==> src/rtl/fir_accum_sequencer.sv <==
// Accumulates a burst of TAPS unsigned tap products through one shared adder
// and presents the wrapped sum plus a sticky carry-out flag on a valid/ready port.
module fir_accum_sequencer #(
    parameter int WIDTH = 32,
    parameter int TAPS  = 8,
    parameter int CNT_W = 8
) (
    input  logic             clk,
    input  logic             rst_n,
    input  logic             start,
    output logic             busy,
    input  logic             in_valid,
    input  logic [WIDTH-1:0] in_data,
    output logic             in_ready,
    output logic [CNT_W-1:0] tap_idx,
    output logic             out_valid,
    input  logic             out_ready,
    output logic [WIDTH-1:0] out_sum,
    output logic             out_ovf
);

    localparam logic [1:0] ST_IDLE = 2'd0;
    localparam logic [1:0] ST_ACC  = 2'd1;
    localparam logic [1:0] ST_HOLD = 2'd2;

    localparam logic [CNT_W-1:0] LAST_IDX = CNT_W'(TAPS - 1);

    logic [1:0]       state_q, state_d;
    logic [WIDTH-1:0] acc_q, acc_d;
    logic             ovf_q, ovf_d;
    logic [CNT_W-1:0] cnt_q, cnt_d;
    logic [WIDTH:0]   sum_w;

    assign sum_w = {1'b0, acc_q} + {1'b0, in_data};

    always_comb begin
        state_d = state_q;
        acc_d   = acc_q;
        ovf_d   = ovf_q;
        cnt_d   = cnt_q;
        case (state_q)
            ST_IDLE: begin
                if (start) begin
                    state_d = ST_ACC;
                    acc_d   = '0;
                    ovf_d   = 1'b0;
                    cnt_d   = '0;
                end
            end
            ST_ACC: begin
                if (in_valid) begin
                    acc_d = sum_w[WIDTH-1:0];
                    ovf_d = ovf_q | sum_w[WIDTH];
                    cnt_d = cnt_q + CNT_W'(1);
                    if (cnt_q == LAST_IDX) begin
                        state_d = ST_HOLD;
                    end
                end
            end
            ST_HOLD: begin
                // start arriving with the handshake is deliberately dropped
                if (out_ready) begin
                    state_d = ST_IDLE;
                end
            end
            default: state_d = ST_IDLE;
        endcase
    end

    always_ff @(posedge clk) begin
        if (!rst_n) begin
            state_q <= ST_IDLE;
            acc_q   <= '0;
            ovf_q   <= 1'b0;
            cnt_q   <= '0;
        end else begin
            state_q <= state_d;
            acc_q   <= acc_d;
            ovf_q   <= ovf_d;
            cnt_q   <= cnt_d;
        end
    end

    assign busy      = (state_q != ST_IDLE);
    assign in_ready  = (state_q == ST_ACC);
    assign out_valid = (state_q == ST_HOLD);
    assign out_sum   = acc_q;
    assign out_ovf   = ovf_q;
    assign tap_idx   = cnt_q;

endmodule

==> config.mk <==
export PLATFORM = sky130hd
export DESIGN_NAME = fir_accum_sequencer
export DESIGN_NICKNAME = d
export VERILOG_FILES = /design/src/rtl/fir_accum_sequencer.sv
export SDC_FILE = /design/constraint.sdc
export NUM_CORES = 1
export LEC_CHECK = 0
export ABC_AREA = 1
export CORE_AREA = 2 2 98 100
export CTS_BUF_LIST = sky130_fd_sc_hd__clkbuf_8
export DETAILED_ROUTE_END_ITERATION = 6
export DIE_AREA = 0 0 100 102
export PLACE_DENSITY = 0.7
export REMOVE_ABC_BUFFERS = 1
export SLEW_MARGIN = 5
export SYNTH_ARGS = -nofsm -noshare
export SYNTH_HDL_FRONTEND = slang
export SYNTH_SLANG_ARGS = --single-unit
==> constraint.sdc <==
create_clock -name clk -period 2 [get_ports clk]
set_input_delay 0.3 -clock clk [delete_from_list [all_inputs] [get_ports clk]]
set_output_delay 0.3 -clock clk [all_outputs]
set_load 0.02 [all_outputs]
==> key figures <==
Logic synthesis
  • Post-synth EDFFs: 0
  • Synth warnings: 0
  • Post-synthesis sequential area ratio: 21.4%
  • Most frequent cell after synthesis: nand2_1
  • Top cells by area, synth: nand2_1, dfxtp_1, inv_1, ha_1, a21oi_1
  • Synthesized area: 4030 um2
  • Synth top area share: 23.9%
  • Synthesized instance count: 709
  • FF+latch count, synth: 43
  • Cell taking the most area after synthesis: nand2_1
  • Top FF cell, synth: dfxtp_1
  • Syn avg cell area: 5.69 um2
  • Most frequent cells after synthesis: nand2_1, inv_1, a21oi_1
  • Post-synth cell types: 34
  • Async set-reset flop share out of synthesis: 0%

STA
  • Final Max Tran Viols: 0
  • Max_slew headroom: 78.1%
  • Min Tclk post-route: 1.90 ns
  • Setup TNS: 0 ns
  • Final Cycle Share: 95.1%
  • FMAX: 0.526 GHz
  • Setup Skew: 0.0112 ns
  • Final hold viol count: 0
  • Endpoints failing setup: 0
  • Worst slew pin tran: 0.326 ns

Job
  • Max cap viols: 0

Pwr
  • Peak supply drop: 0.259 mV
  • Power Dens Cells: 420 nW/um2
  • Power, Total: 2.44 mW
  • Leak pwr: 2.96 nW

Placement
  • Hpwl dp: 10300 um
  • Port Buf Inserts: 80
  • RePlAce Congestion: 0.904
  • Area after DPL: 5400 um2
  • Cells after DPL: 949

Critical path
  • Max FO, Critical Path: 5
  • Worst path required time: 2.26 ns
  • CP max-delay cell: clkdlybuf4s50_1
  • Startpoint Class: input port
  • Crit. End Element: register
  • CP Cell Sequence: clkdlybuf4s50_1 > ha_1 > nand2_1 > nand2_1 > nand2_1 > nand2_1 > inv_1 > nand3_2 > nand2_1 > nand3_1 > nand2_1 > nand3_1 > a21oi_1
  • Critical Path AT: 2.16 ns
  • Largest delay share family, worst path: simple AND/OR/NAND/NOR gates
  • Largest stage delay, worst path: 0.41 ns
  • Buf/Inv on CP: 2
  • Reg2Reg Setup Slack: 0.14 ns
  • Most used cell, CP: nand2_1
  • Setup CP Type: input port to register

Clock network
  • Max clock buf depth: 2
  • CTS tree: built
  • Sinks on Clock Net: 43
  • Worst-path clk slew: 0.11 ns
  • H-Tree Level Count: 2
  • Clk_lat worst skew: 0.32 ns
  • CTS root buf: clkbuf_8
  • CTS buffer count: 5

Layout
  • Share of layout cells above drive strength 1: 17.3%
  • Fin area: 5810 um2
  • Util after Layout: 63.8%
  • Fill count: 905
  • Final cell count without fillers: 961
  • # diodes: 0
  • Number of nets in the layout: 920
  • Area grow syn2layout: 44.2%

Routing
  • Residual DRC: 0
  • DR WL/cell: 13.6 um
  • Vias: 4898
  • DR iter-0 viols: 241
  • Drt pass-1 iters: 5
  • Final wirelength: 13100 um
  • Vias per cell: 5.10
  • Remaining antenna violation count: 0

Floorplan
  • Die extent in y: 102 um
  • Rows: 35
  • Die X: 100 um
  • I/O pin count: 81
  • Core Region: 9110 um2
  • Starting density of the core: 44.3%
  • Die area: 10200 um2

Status
  • Status: completed

Global route
  • Vias in the first global route: 4594
  • Largest net degree at the start of global routing: 23
  • Total global-route track usage: 25.7%
  • Overflow after GRT: 0
  • First-pass GRT wire length: 21000 um
  • Initial antenna violation count: 0

Worst hold path
  • Hold WC Path Type: input port to register
==> power by group <==
group	switching [mW]	leakage (nW)	internal, mW
logic	0.474	2.56	0.402
clock network	0.397	0.0491	0.259
registers	0.0279	0.349	0.884
total	0.899	2.96	1.54
==> cells by family after synthesis <==
group           share of synthesized area (%)
buf+inv                                  13.2
simple gates                             41.8
fa+ha+maj                                10.7
flops                                    21.4
compound gates                           13.0
==> sequential cells by signal, indices dropped and copies added (netlist names) <==
name and count:
out_sum 32, tap_idx 8, state_q 2, out_ovf 1
==> worst register-to-register path, stage by stage, from the launching register on <==
cell	delay, ns
dfxtp_1	0.37
ha_2	0.19
inv_1	0.05
fa_2	0.33
inv_2	0.10
buf_6	0.10
nand2_1	0.06
nand3_2	0.07
nand2_1	0.06
nand2_2	0.11
nand2_2	0.08
nand2_1	0.05
nand2_1	0.06
nand3_2	0.07
a21oi_2	0.05
==> path summary, 6_finish.rpt <==
path | startpoint | endpoint | depth (start not counted)
setup / recovery | in_data[6] | out_sum[25] | 13
hold / removal | in_data[0] | out_sum[0] | 4
setup reg to reg | out_sum[0] | out_sum[22] | 14
hold reg to reg | out_ovf | out_ovf | 2
==> metal layers <==
layer  up-vias  GRT usage [%]  routed length [um]
met5         -              0                   0
met4         0           7.69                 181
met3        12           4.79                 836
met2       137           43.7                6090
met1      2240           33.4                5980
li1       2509              -                   -
==> cell usage in the layout (no fill, tap or decap), types with 4 or more instances in the layout <==
| cell | instances |
|---|---|
| ha_1 | 20 |
| nand3_2 | 10 |
| nand4_1 | 4 |
| ha_4 | 11 |
| o21ai_0 | 15 |
| clkdlybuf4s50_1 | 79 |
| a21oi_1 | 64 |
| o21bai_1 | 4 |
| buf_4 | 58 |
| inv_1 | 125 |
| nand2_2 | 18 |
| nor2_1 | 39 |
| nand3_1 | 41 |
| nor3_1 | 5 |
| a21oi_2 | 11 |
| clkbuf_8 | 5 |
| nand3b_1 | 4 |
| nand2_1 | 245 |
| dfxtp_1 | 43 |
| nor2_2 | 10 |
==> final cells by class <==
cell class | count | area, um2 | area share, %
Timing Repair Buffer | 142 | 1310 | 22.5
Sequential cell | 43 | 861 | 14.8
Multi-Input combinational cell | 527 | 2920 | 50.2
Clock buffer | 5 | 68.8 | 1.18
Inverter | 130 | 490 | 8.44
Tap cell | 111 | 139 | 2.39
Clock inverter | 3 | 26.3 | 0.452
==> stage by stage <==
stage / hold slack [ns] / setup slack [ns]
detailed placement: 0.452 / -0.393
floorplan: 0.438 / 0.0416
CTS: 0.466 / 0.0153
finish: 0.451 / 0.0982
global placement: 0.442 / -0.299
global route: 0.458 / -0.0218
==> timing repair <==
item / 4_1_cts / 5_1_grt
gates resized for setup: 5 / 51
setup buffers: 0 / 4
hold buffers: 0 / 0
cloned: 0 / 0
setup endpoints to repair: 7 / 25
pin swaps: 0 / 10
(Power assumes the default switching activity.)
